**config.mk**
```make
export PLATFORM = sky130hd
export DESIGN_NAME = da_fir_ctrl_flat
export DESIGN_NICKNAME = d
export VERILOG_FILES = /design/src/rtl/da_pkg.sv /design/src/rtl/da_fir_ctrl_if.sv /design/src/rtl/da_bit_slicer.sv /design/src/rtl/da_fir_ctrl.sv /design/src/flat_wrapper.sv
export SDC_FILE = /design/constraint.sdc
export NUM_CORES = 1
export LEC_CHECK = 0
export CAP_MARGIN = 25
export CORE_MARGIN = 10
export CORE_UTILIZATION = 52
export DETAILED_ROUTE_END_ITERATION = 10
export PLACE_DENSITY = 0.8
export SETUP_SLACK_MARGIN = 0.3
export SLEW_MARGIN = 20
export SYNTH_ARGS = -nofsm -noshare
export SYNTH_HDL_FRONTEND = slang
export SYNTH_SLANG_ARGS = --single-unit
```
**constraint.sdc**
```tcl
create_clock -name clk3 -period 2.3 [get_ports clk3]
set_input_delay 0.345 -clock clk3 [delete_from_list [all_inputs] [get_ports clk3]]
set_output_delay 0.345 -clock clk3 [all_outputs]
set_load 0.005 [all_outputs]
```
**src/rtl/da_pkg.sv**
```systemverilog
// Shared types and defaults for the distributed-arithmetic FIR controller.
// Holds the FSM state encoding and the bit-index width helper.
package da_pkg;

    localparam int TAPS_D  = 8;
    localparam int DW_D    = 8;
    localparam int ACC_W_D = 32;

    typedef enum logic [1:0] {
        IDLE,
        SHIFT,
        WAIT,
        HOLD
    } state_t;

    function automatic int bidx_w(input int n);
        return (n > 1) ? $clog2(n) : 1;
    endfunction

endpackage

```
**src/rtl/da_fir_ctrl_if.sv**
```systemverilog
// Sample-in / result-out valid-ready bundle of the DA FIR controller.
// The controller is the slave side; the surrounding system is the master.
interface da_fir_ctrl_if #(
    parameter int DW    = da_pkg::DW_D,
    parameter int ACC_W = da_pkg::ACC_W_D
);

    logic             in_valid;
    logic             in_ready;
    logic [DW-1:0]    in_data;
    logic             out_valid;
    logic             out_ready;
    logic [ACC_W-1:0] out_data;

    modport master (
        output in_valid,
        output in_data,
        output out_ready,
        input  in_ready,
        input  out_valid,
        input  out_data
    );

    modport slave (
        input  in_valid,
        input  in_data,
        input  out_ready,
        output in_ready,
        output out_valid,
        output out_data
    );

endinterface

```
**src/rtl/da_bit_slicer.sv**
```systemverilog
// Picks bit plane k out of every tap to form the DA LUT address.
// Purely combinational; lut_addr[t] = taps[t][k].
module da_bit_slicer
    import da_pkg::*;
#(
    parameter int TAPS = TAPS_D,
    parameter int DW   = DW_D,
    parameter int KW   = bidx_w(DW)
) (
    input  logic [TAPS-1:0][DW-1:0] taps,
    input  logic [KW-1:0]           k,
    output logic [TAPS-1:0]         lut_addr
);

    always_comb begin
        lut_addr = '0;
        for (int t = 0; t < TAPS; t++) begin
            lut_addr[t] = taps[t][k];
        end
    end

endmodule

```
**src/rtl/da_fir_ctrl.sv**
```systemverilog
// Sequencer for the bit-serial DA FIR datapath: delay line, bit-plane
// walk, accumulator strobes and a held result register.
module da_fir_ctrl
    import da_pkg::*;
#(
    parameter int  TAPS   = TAPS_D,
    parameter int  DW     = DW_D,
    parameter int  ACC_W  = ACC_W_D,
    parameter int  DP_LAT = 1,
    localparam int KW     = bidx_w(DW)
) (
    input  logic             clk3,
    input  logic             rst_n,
    da_fir_ctrl_if.slave     io,
    output logic [TAPS-1:0]  lut_addr,
    output logic [KW-1:0]    bit_idx,
    output logic             acc_clr,
    output logic             acc_en,
    output logic             acc_sub,
    input  logic [ACC_W-1:0] dp_sum
);

    localparam logic [KW-1:0] KLAST = KW'(DW - 1);
    localparam logic [1:0]    WLAST = 2'(DP_LAT > 0 ? DP_LAT - 1 : 0);

    state_t                  state;
    state_t                  state_n;
    logic [KW-1:0]           k;
    logic [KW-1:0]           k_n;
    logic [1:0]              wcnt;
    logic [1:0]              wcnt_n;
    logic [TAPS-1:0][DW-1:0] taps;
    logic [TAPS-1:0]         addr_raw;
    logic [ACC_W-1:0]        dout;
    logic                    take;
    logic                    cap;

    da_bit_slicer #(
        .TAPS (TAPS),
        .DW   (DW)
    ) u_slicer (
        .taps     (taps),
        .k        (k),
        .lut_addr (addr_raw)
    );

    // Handshake flags decode the registered state only.
    assign io.in_ready  = (state == IDLE);
    assign io.out_valid = (state == HOLD);
    assign io.out_data  = dout;

    always_comb begin
        state_n  = state;
        k_n      = k;
        wcnt_n   = wcnt;
        take     = 1'b0;
        cap      = 1'b0;
        acc_en   = 1'b0;
        acc_clr  = 1'b0;
        acc_sub  = 1'b0;
        bit_idx  = '0;
        lut_addr = '0;
        unique case (state)
            IDLE: begin
                if (io.in_valid) begin
                    take    = 1'b1;
                    k_n     = '0;
                    state_n = SHIFT;
                end
            end
            SHIFT: begin
                acc_en   = 1'b1;
                bit_idx  = k;
                lut_addr = addr_raw;
                acc_clr  = (k == '0);
                acc_sub  = (k == KLAST);
                if (k == KLAST) begin
                    wcnt_n = '0;
                    if (DP_LAT == 0) begin
                        cap     = 1'b1;
                        state_n = HOLD;
                    end else begin
                        state_n = WAIT;
                    end
                end else begin
                    k_n = k + 1'b1;
                end
            end
            WAIT: begin
                if (wcnt == WLAST) begin
                    cap     = 1'b1;
                    state_n = HOLD;
                end else begin
                    wcnt_n = wcnt + 1'b1;
                end
            end
            HOLD: begin
                if (io.out_ready) begin
                    state_n = IDLE;
                end
            end
            default: state_n = IDLE;
        endcase
    end

    always_ff @(posedge clk3 or negedge rst_n) begin
        if (!rst_n) begin
            state <= IDLE;
            k     <= '0;
            wcnt  <= '0;
            taps  <= '0;
            dout  <= '0;
        end else begin
            state <= state_n;
            k     <= k_n;
            wcnt  <= wcnt_n;
            if (take) begin
                taps <= {taps[TAPS-2:0], io.in_data};
            end
            if (cap) begin
                dout <= dp_sum;
            end
        end
    end

endmodule

```
**src/flat_wrapper.sv**
```systemverilog
// flat-port wrapper written by rule: the top's interface ports become plain ports
module da_fir_ctrl_flat import da_pkg::*;
#(
    parameter int  TAPS   = TAPS_D,
    parameter int  DW     = DW_D,
    parameter int  ACC_W  = ACC_W_D,
    parameter int  DP_LAT = 1,
    localparam int KW     = bidx_w(DW)
)
  (clk3, rst_n, lut_addr, bit_idx, acc_clr, acc_en, acc_sub, dp_sum, io_in_valid, io_in_data, io_out_ready, io_in_ready, io_out_valid, io_out_data);
  da_fir_ctrl_if #(.DW(DW), .ACC_W(ACC_W)) io_i ();
  input  logic clk3;
  input  logic rst_n;
  output logic [TAPS-1:0] lut_addr;
  output logic [KW-1:0] bit_idx;
  output logic acc_clr;
  output logic acc_en;
  output logic acc_sub;
  input  logic [ACC_W-1:0] dp_sum;
  input wire logic [$bits(io_i.in_valid)-1:0] io_in_valid;
  input wire logic [$bits(io_i.in_data)-1:0] io_in_data;
  input wire logic [$bits(io_i.out_ready)-1:0] io_out_ready;
  output wire logic [$bits(io_i.in_ready)-1:0] io_in_ready;
  output wire logic [$bits(io_i.out_valid)-1:0] io_out_valid;
  output wire logic [$bits(io_i.out_data)-1:0] io_out_data;
  assign io_i.in_valid = io_in_valid;
  assign io_i.in_data = io_in_data;
  assign io_i.out_ready = io_out_ready;
  assign io_in_ready = io_i.in_ready;
  assign io_out_valid = io_i.out_valid;
  assign io_out_data = io_i.out_data;
  da_fir_ctrl #(.TAPS(TAPS), .DW(DW), .ACC_W(ACC_W), .DP_LAT(DP_LAT)) u_core (.clk3(clk3), .rst_n(rst_n), .io(io_i), .lut_addr(lut_addr), .bit_idx(bit_idx), .acc_clr(acc_clr), .acc_en(acc_en), .acc_sub(acc_sub), .dp_sum(dp_sum));
endmodule
```
==> results of run 1 <==
==> worst paths after layout <==
path	slack, ns	endpoint	cells after the start
setup / recovery	0.07	lut_addr[7]	6
hold / removal	0.39	u_core.io.out_data[18]	2
setup reg to reg	0.28	u_core.state[1]	9
hold reg to reg	0.51	u_core.io.out_data[11]	1
max in group asynchronous	1.29	u_core.taps[9]	3
min in group clk3	0.51	u_core.io.out_data[11]	1
==> layer usage <==
metal,GRT usage,vias to the layer above,wire [um]
met1,0.1837,1493,4138
li1,-,1365,-
met3,0.04665,12,499
met5,0,-,0
met2,0.2718,51,5558
met4,0.04177,0,133
==> sequential cells by signal (all words and copies together) (netlist names) <==
| signal | count |
|---|---|
| u_core.io.out_data | 32 |
| u_core.k | 3 |
| u_core.state | 2 |
| u_core.taps | 64 |
| u_core.wcnt | 2 |
==> cells in the mapped netlist, types with 2 or more instances <==
master	instances	share of area
mux2_2	106	0.26
dfrtp_1	103	0.56
nand2_1	21	0.017
buf_2	11	0.012
nor2_1	10	0.0081
mux2i_1	9	0.019
ha_1	8	0.022
o22ai_1	8	0.011
inv_1	7	0.0057
mux4_2	6	0.029
a22o_1	5	0.0095
and2_1	3	0.0041
buf_6	3	0.0073
clkbuf_8	2	0.0059
mux4_1	2	0.011
nor2b_1	2	0.0027
o21ai_0	2	0.0022
==> per-stage QoR <==
| stage | hold slack [ns] | cell area (um^2) | utilization |
|---|---|---|---|
| 2_1_floorplan | 0.04941 | 4629 | - |
| 3_3_place_gp | 0.2487 | 5700 | 0.6569 |
| 3_5_place_dp | 0.2493 | 5700 | 0.6569 |
| 4_1_cts | 0.3855 | 5979 | 0.6890 |
| 5_1_grt | 0.4219 | 6111 | 0.7042 |
| 6_report | 0.3919 | 6111 | 0.7042 |
==> report_power, final <==
| part | internal (mW) | total [mW] | switching, mW | leakage [nW] |
|---|---|---|---|---|
| Sequential | 2.61 | 3.14 | 0.530 | 1.27 |
| Clock | 0.524 | 1.17 | 0.644 | 0.105 |
| Combinational | 2.50 | 4.01 | 1.51 | 1.35 |
==> critical path, cell delays in order, from the launching register on <==
cell     delay (ns)
dfrtp_2        0.42
buf_12         0.14
buf_6          0.09
mux4_2         0.47
o22ai_1        0.19
nor2_1         0.07
buf_2          0.13
==> cells by family after synthesis <==
family / share of synthesized area
adders and majority gates: 0.02162
DFF: 0.5568
buffers and inverters: 0.03162
and+or+nand+nor: 0.04243
muxes: 0.3178
AOI/OAI and AO/OA: 0.02973
==> repair_timing <==
action,CTS,global route
endpoints found under the setup margin,16,13
resized for setup,49,25
pin swaps,13,8
hold buffers,1,0
setup buffers,8,7
endpoints found under the hold margin,19,0
gates cloned,1,0
==> final cells by class <==
class                   instances  share of cell area
clock buffers                  10             0.02088
clock inverters                 6             0.01229
inverters                       7            0.005119
multi-input cells             192              0.3225
flip-flops and latches        103              0.4222
well taps                     108             0.02211
repair buffers                119              0.1949
==> flow_summary.toml, run 1 <==
[run_status]
outcome = "completed"

[finish]
final_common_cell = "mux2_2"
drive_above_1_share = 0.4256
nNetsFinal = 484
multi_input_area_um2 = 1971
seqCellArea_um2 = 2580
stdcell_count = 545
final_cell_mix = "105 x mux2_2, 101 x dfrtp_1, 76 x clkdlybuf4s50_1, 19 x nand2_1, 15 x buf_4"
syn_to_final_growth_pct = 32.00
n_antenna_cell = 0
nFillCells = 602

[timing]
period_needed_ns = 2.225
finalClockSkew_ns = 0.01160
max_freq_mhz = 449.4
rsz0062_at_grt = "true"
fin_ws_ns = 0.07464
setup_tns_ns = 0
worstMarginPinSlew_ns = 0.4225
slew_headroom = 0.7183
period_share = 0.9675
finalMaxSlewViolations = 0
setup_violations = 0
hold_viol = 0

[synthesis]
yosys_warnings = 0
synthFlopType = "dfrtp_1"
synthArstFlopShare = 1.000
syn-instance-count = 319
ys_seq_area_frac = 0.5568
synthesis.nets = 371
ys_ff_latch = 103
netlist_area_um2 = 4629
synth_edf_count = 0
ys_types = 28
avgSynthCellArea_um2 = 14.51

[pwr]
power.leakage_nw = 2.723
power.total_mw = 8.314
worst_ir_drop_vdd_v = 0.0006731
power_density_nw_per_um2 = 1361

[place]
pre_cts_ws_ns = 0.2013
post-place-cells = 512
port_buffers = 91
gp_congestion = 0.7467
place.detailed.hpwl_um = 7163

[setup_path]
crit_type = "flip-flop to output pin"
r2r-start = "u_core.k[0]"
worst_setup_path_end_kind = "output pin"
critPathLaunch = "u_core.k[0]"
start_kind = "flip-flop"
timing.critical_path.arrival_ns = 1.88
cp.required_ns = 1.96
critPathMaxFanout = 6

[floorplan]
die_h_um = 114.4
ioPinCount = 92
core_area_um2 = 8678
fp.dieW_um = 114.4
rows = 34
initial_core_util = 0.5334
die_area_um2 = 13080

[global_route]
grt_pass1_wl_um = 16460
grt_max_degree = 59
grt_pass1_vias = 3118
gr-usage-all-layers = 0.1564
antenna_found_initial = 0
overflow = 0

[clock_network]
cts_root_buf = "clkbuf_8"
numCtsBuffers = 9
worstSkewPairLatency_ns = 0.36
clockBufferDepth = 2
cts_tree = "done"
htreeDepth = 3
path_clk_slew_ns = 0.10
clock_sinks = 103

[detailed_routing]
num_vias = 2921
dr.pass1.iters = 4
ant_nets = 0
drc = 0
drt_iter0_drc = 139
routed_wirelength_um = 10330
wl_per_cell_um = 18.95
viasPerCell = 5.360

[min_path]
min_path_type = "input pin to asynchronous set/reset pin"

[flow_run]
maxCapViolCount = 0
Power figures use the tool's default switching activity.
==> inputs of run 2 (changes only) <==
--- a/config.mk
+++ b/config.mk
@@ -9,8 +9,10 @@
 export CORE_MARGIN = 10
 export CORE_UTILIZATION = 52
 export DETAILED_ROUTE_END_ITERATION = 10
+export GPL_ROUTABILITY_DRIVEN = 1
 export PLACE_DENSITY = 0.8
 export SETUP_SLACK_MARGIN = 0.3
+export SKIP_CTS_REPAIR_TIMING = 1
 export SLEW_MARGIN = 20
 export SYNTH_ARGS = -nofsm -noshare
 export SYNTH_HDL_FRONTEND = slang
==> flow_summary.toml, run 2 (same netlist as run 1, synthesis figures left out) <==
[setup_path]
crit_slowest_cell = "mux4_2"
critPathLaunch = "u_core.k[0]"
crit_type = "flip-flop to output pin"
worst_setup_path_end_kind = "output pin"
timing.critical_path.arrival_ns = 1.90
slowest_delay_ns = 0.50
reg2reg_setup_slack_ns = 0.44
crit_end = "lut_addr[5]"
critPathMaxFanout = 7
cp.required_ns = 1.96
crit_chain = "buf_12 -> buf_4 -> mux4_2 -> o22ai_1 -> nor2_1 -> buf_2"
r2r-start = "u_core.k[1]"
start_kind = "flip-flop"
r2r-end = "u_core.state[1]"
reg2reg_depth = 6

[timing]
fin_ws_ns = 0.05609
hold_viol = 0
setup_violations = 0
period_share = 0.9756
period_needed_ns = 2.244
max_freq_mhz = 445.7
finalMaxSlewViolations = 0
slew_headroom = 0.7135
rsz0062_at_grt = "true"
finalClockSkew_ns = 0.01304
worstMarginPinSlew_ns = 0.4298

[global_route]
gr-usage-all-layers = 0.1504
grt_pass1_vias = 3031
overflow = 0
grt_max_degree = 59
grt_pass1_wl_um = 15860
antenna_found_initial = 0

[place]
gp_congestion = 0.7467
pre_cts_ws_ns = 0.2013
port_buffers = 91
place.detailed.hpwl_um = 7163

[finish]
final_cell_mix = "106 x mux2_2, 101 x dfrtp_1, 76 x clkdlybuf4s50_1, 19 x nand2_1, 18 x buf_4"
largest_reg_flops = 64
drive_above_1_share = 0.4046
largest_register = "u_core.taps"
n_antenna_cell = 0
nNetsFinal = 482
post-route-util = 0.7016
syn_to_final_growth_pct = 31.51
final_common_cell = "mux2_2"

[clock_network]
path_clk_slew_ns = 0.10
cts_root_buf = "clkbuf_8"
numCtsBuffers = 9
clockBufferDepth = 2
htreeDepth = 3
worstSkewPairLatency_ns = 0.36
clock_sinks = 103
cts_tree = "done"

[pwr]
worst_ir_drop_vdd_v = 0.0006827
power_density_nw_per_um2 = 1340
power.leakage_nw = 2.818
power.total_mw = 8.160

[floorplan]
ioPinCount = 92
die_h_um = 114.4
core_area_um2 = 8678
fp.dieW_um = 114.4
die_area_um2 = 13080
rows = 34
initial_core_util = 0.5334

[detailed_routing]
routed_wirelength_um = 9992
num_vias = 2882
viasPerCell = 5.308
dr.pass1.iters = 4
wl_per_cell_um = 18.40
drc = 0
drt_iter0_drc = 139
ant_nets = 0

[run_status]
outcome = "completed"

[min_path]
min_path_type = "input pin to asynchronous set/reset pin"

[flow_run]
maxCapViolCount = 0
## run 2: critical path: cells and delay by family (launching register included)
kind / cells / cell delay (ns)
simple gates: 1 / 0.07
compound gates: 1 / 0.18
flops: 1 / 0.43
buf+inv: 3 / 0.36
mux: 1 / 0.50
## run 2: how the worst min path moves through the flow
stage	from	endpoint
4_1_cts	rst_n	u_core.io.out_data[20]
6_report	rst_n	u_core.io.out_data[18]
3_3_place_gp	rst_n	u_core.io.out_data[16]
5_1_grt	rst_n	u_core.io.out_data[13]
2_1_floorplan	rst_n	u_core.io.out_data[0]
3_5_place_dp	rst_n	u_core.io.out_data[18]
## run 2: metrics by stage
stage               hold slack, ns  setup TNS, ns  instances  instance area, um^2
global route                0.4227       -0.01909        543                 6088
CTS                        -0.1606         -1.400        528                 5903
global placement            0.2487              0        512                 5700
floorplan                  0.04941              0        319                 4629
finish                      0.3917              0        543                 6088
detailed placement          0.2493              0        512                 5700
## run 2: routing by layer
metal | up-vias | track usage | part of all wire
met5 | - | 0 | 0
met2 | 49 | 0.2566 | 0.54
met1 | 1459 | 0.1781 | 0.40
met3 | 6 | 0.04822 | 0.047
met4 | 0 | 0.04177 | 0.0093
li1 | 1368 | - | -
## run 2: cell type report
cell class                 instances  area [um^2]
sequential                       103         2580
inverter                           7        26.28
clock inverter                     6        75.07
multi-input combinational        192         1949
tap                              108        135.1
clock buffer                      10        127.6
timing repair buffer             117         1195
fill                             599         2590
## run 2: power breakdown
group	internal [mW]	switching, mW
Combinational	2.44	1.44
Clock	0.524	0.634
Sequential	2.61	0.525
==> inputs of run 3 (changes only) <==
--- a/config.mk
+++ b/config.mk
@@ -11,7 +11,7 @@
 export DETAILED_ROUTE_END_ITERATION = 10
 export GPL_ROUTABILITY_DRIVEN = 1
 export PLACE_DENSITY = 0.8
-export SETUP_SLACK_MARGIN = 0.3
+export SETUP_SLACK_MARGIN = 0.02
 export SKIP_CTS_REPAIR_TIMING = 1
 export SLEW_MARGIN = 20
 export SYNTH_ARGS = -nofsm -noshare
==> flow_summary.toml, run 3 (same netlist as run 1, synthesis figures left out) <==
[run_status]
outcome = "finished with violations"
violations = "setup timing"

[global_route]
gr-usage-all-layers = 0.1504
grt_pass1_vias = 3031
overflow = 0
antenna_found_initial = 0
grt_max_degree = 59
grt_pass1_wl_um = 15860

[setup_path]
crit_slowest_cell = "mux4_2"
slowest_delay_ns = 0.51
crit_buf_inv = 2
critPathLaunch = "u_core.k[0]"
timing.critical_path.arrival_ns = 2.07
reg2reg_depth = 6
r2r-end = "u_core.state[1]"
crit_type = "flip-flop to output pin"
worst_setup_path_end_kind = "output pin"
start_kind = "flip-flop"
crit_chain = "buf_12 -> mux4_2 -> o22ai_2 -> nor2_1 -> clkdlybuf4s50_1"
r2r-start = "u_core.k[1]"
reg2reg_setup_slack_ns = 0.46
critPathMaxFanout = 14
path_delay_family = "buffers and inverters"
cp.required_ns = 1.96

[timing]
period_needed_ns = 2.418
slew_headroom = 0.7205
setup_tns_ns = -0.1177
max_freq_mhz = 413.6
hold_viol = 0
worstMarginPinSlew_ns = 0.4178
period_share = 1.051
rsz0062_at_grt = "true"
finalClockSkew_ns = 0.01074
finalMaxSlewViolations = 0
setup_violations = 1
fin_ws_ns = -0.1177

[finish]
nNetsFinal = 471
final_common_cell = "mux2_2"
nFillCells = 620
syn_to_final_growth_pct = 29.51
drive_above_1_share = 0.3632
final_cell_mix = "106 x mux2_2, 102 x dfrtp_1, 82 x clkdlybuf4s50_1, 20 x nand2_1, 10 x nor2_1"
largest_reg_flops = 64
largest_register = "u_core.taps"
n_antenna_cell = 0

[pwr]
p_comb_frac = 0.464
worst_ir_drop_vdd_v = 0.0006754
power.share.sequential = 0.391
power_frac_clock = 0.146
swShare = 0.3173
power_density_nw_per_um2 = 1327
power.total_mw = 7.956
internal_power_mw = 5.431
power.leakage_nw = 2.741
p_sw_mw = 2.525

[floorplan]
die_area_um2 = 13080
initial_core_util = 0.5334
core_area_um2 = 8678
ioPinCount = 92
fp.dieW_um = 114.4
die_h_um = 114.4
rows = 34

[place]
port_buffers = 91
gp_congestion = 0.7467
place.detailed.hpwl_um = 7163

[clock_network]
clock_sinks = 103
cts_tree = "done"
htreeDepth = 3
clockBufferDepth = 2
worstSkewPairLatency_ns = 0.36
cts_root_buf = "clkbuf_8"
numCtsBuffers = 9
path_clk_slew_ns = 0.10

[detailed_routing]
dr.pass1.iters = 4
drt_iter0_drc = 151
wl_per_cell_um = 18.11
ant_nets = 0
viasPerCell = 5.312
routed_wirelength_um = 9632
drc = 0
num_vias = 2826

[flow_run]
maxCapViolCount = 0

[min_path]
min_path_type = "input pin to asynchronous set/reset pin"
## run 3: cell count changes in the layout (fill, tap and decap cells not counted), moves of 2 or more
cell,change
buf_2,-4
buf_4,-10
clkdlybuf4s50_1,+6
ha_1,+2
## run 3: worst register-to-register path, stage by stage, from the launching register on
cell and delay (ns):
dfrtp_2 0.52, ha_1 0.24, ha_4 0.16, nand2b_2 0.16, o21ai_0 0.11, nor3_2 0.18, mux2_2 0.36
## run 3: final cells by class
| type | count | area [um^2] | area share |
|---|---|---|---|
| inverter | 7 | 26.28 | 0.004382 |
| multi-input combinational | 192 | 1936 | 0.3228 |
| tap | 108 | 135.1 | 0.02254 |
| sequential | 103 | 2579 | 0.4301 |
| timing repair buffer | 106 | 1117 | 0.1864 |
| clock buffer | 10 | 127.6 | 0.02129 |
| clock inverter | 6 | 75.07 | 0.01252 |
## run 3: power groups by stage
stage	Sequential (mW)	Combinational, mW	Clock [mW]
2_1_floorplan	3.03	2.24	0
3_3_place_gp	3.10	3.51	0
3_5_place_dp	3.15	3.61	0
4_1_cts	3.11	3.63	1.20
5_1_grt	3.21	4.01	1.27
6_report	3.11	3.69	1.16
## run 3: per-layer routing
| metal | global-route usage | part of all wire | vias to the layer above |
|---|---|---|---|
| met5 | 0 | 0 | - |
| met4 | 0.04177 | 0.011 | 0 |
| met3 | 0.04822 | 0.051 | 10 |
| met2 | 0.2566 | 0.53 | 49 |
| met1 | 0.1781 | 0.41 | 1431 |
| li1 | - | - | 1336 |
## run 3: worst max-delay path by stage
stage / cells past startpoint / endpoint / slack [ns]
floorplan: 6 / u_core.state[1] / 0.64
global placement: 5 / lut_addr[7] / 0.22
detailed placement: 5 / lut_addr[0] / 0.20
CTS: 5 / lut_addr[0] / -0.20
global route: 5 / lut_addr[1] / -0.23
finish: 5 / lut_addr[1] / -0.12
## run 3: stage by stage
step	cells	utilization	area (um^2)	hold WS, ns	worst slack (ns)
2_1_floorplan	319	-	4629	0.04941	0.6368
3_3_place_gp	512	0.6569	5700	0.2487	0.2239
3_5_place_dp	512	0.6569	5700	0.2493	0.2013
4_1_cts	528	0.6802	5903	-0.1606	-0.2028
5_1_grt	532	0.6909	5996	0.4189	-0.2277
6_report	532	0.6909	5996	0.3946	-0.1177
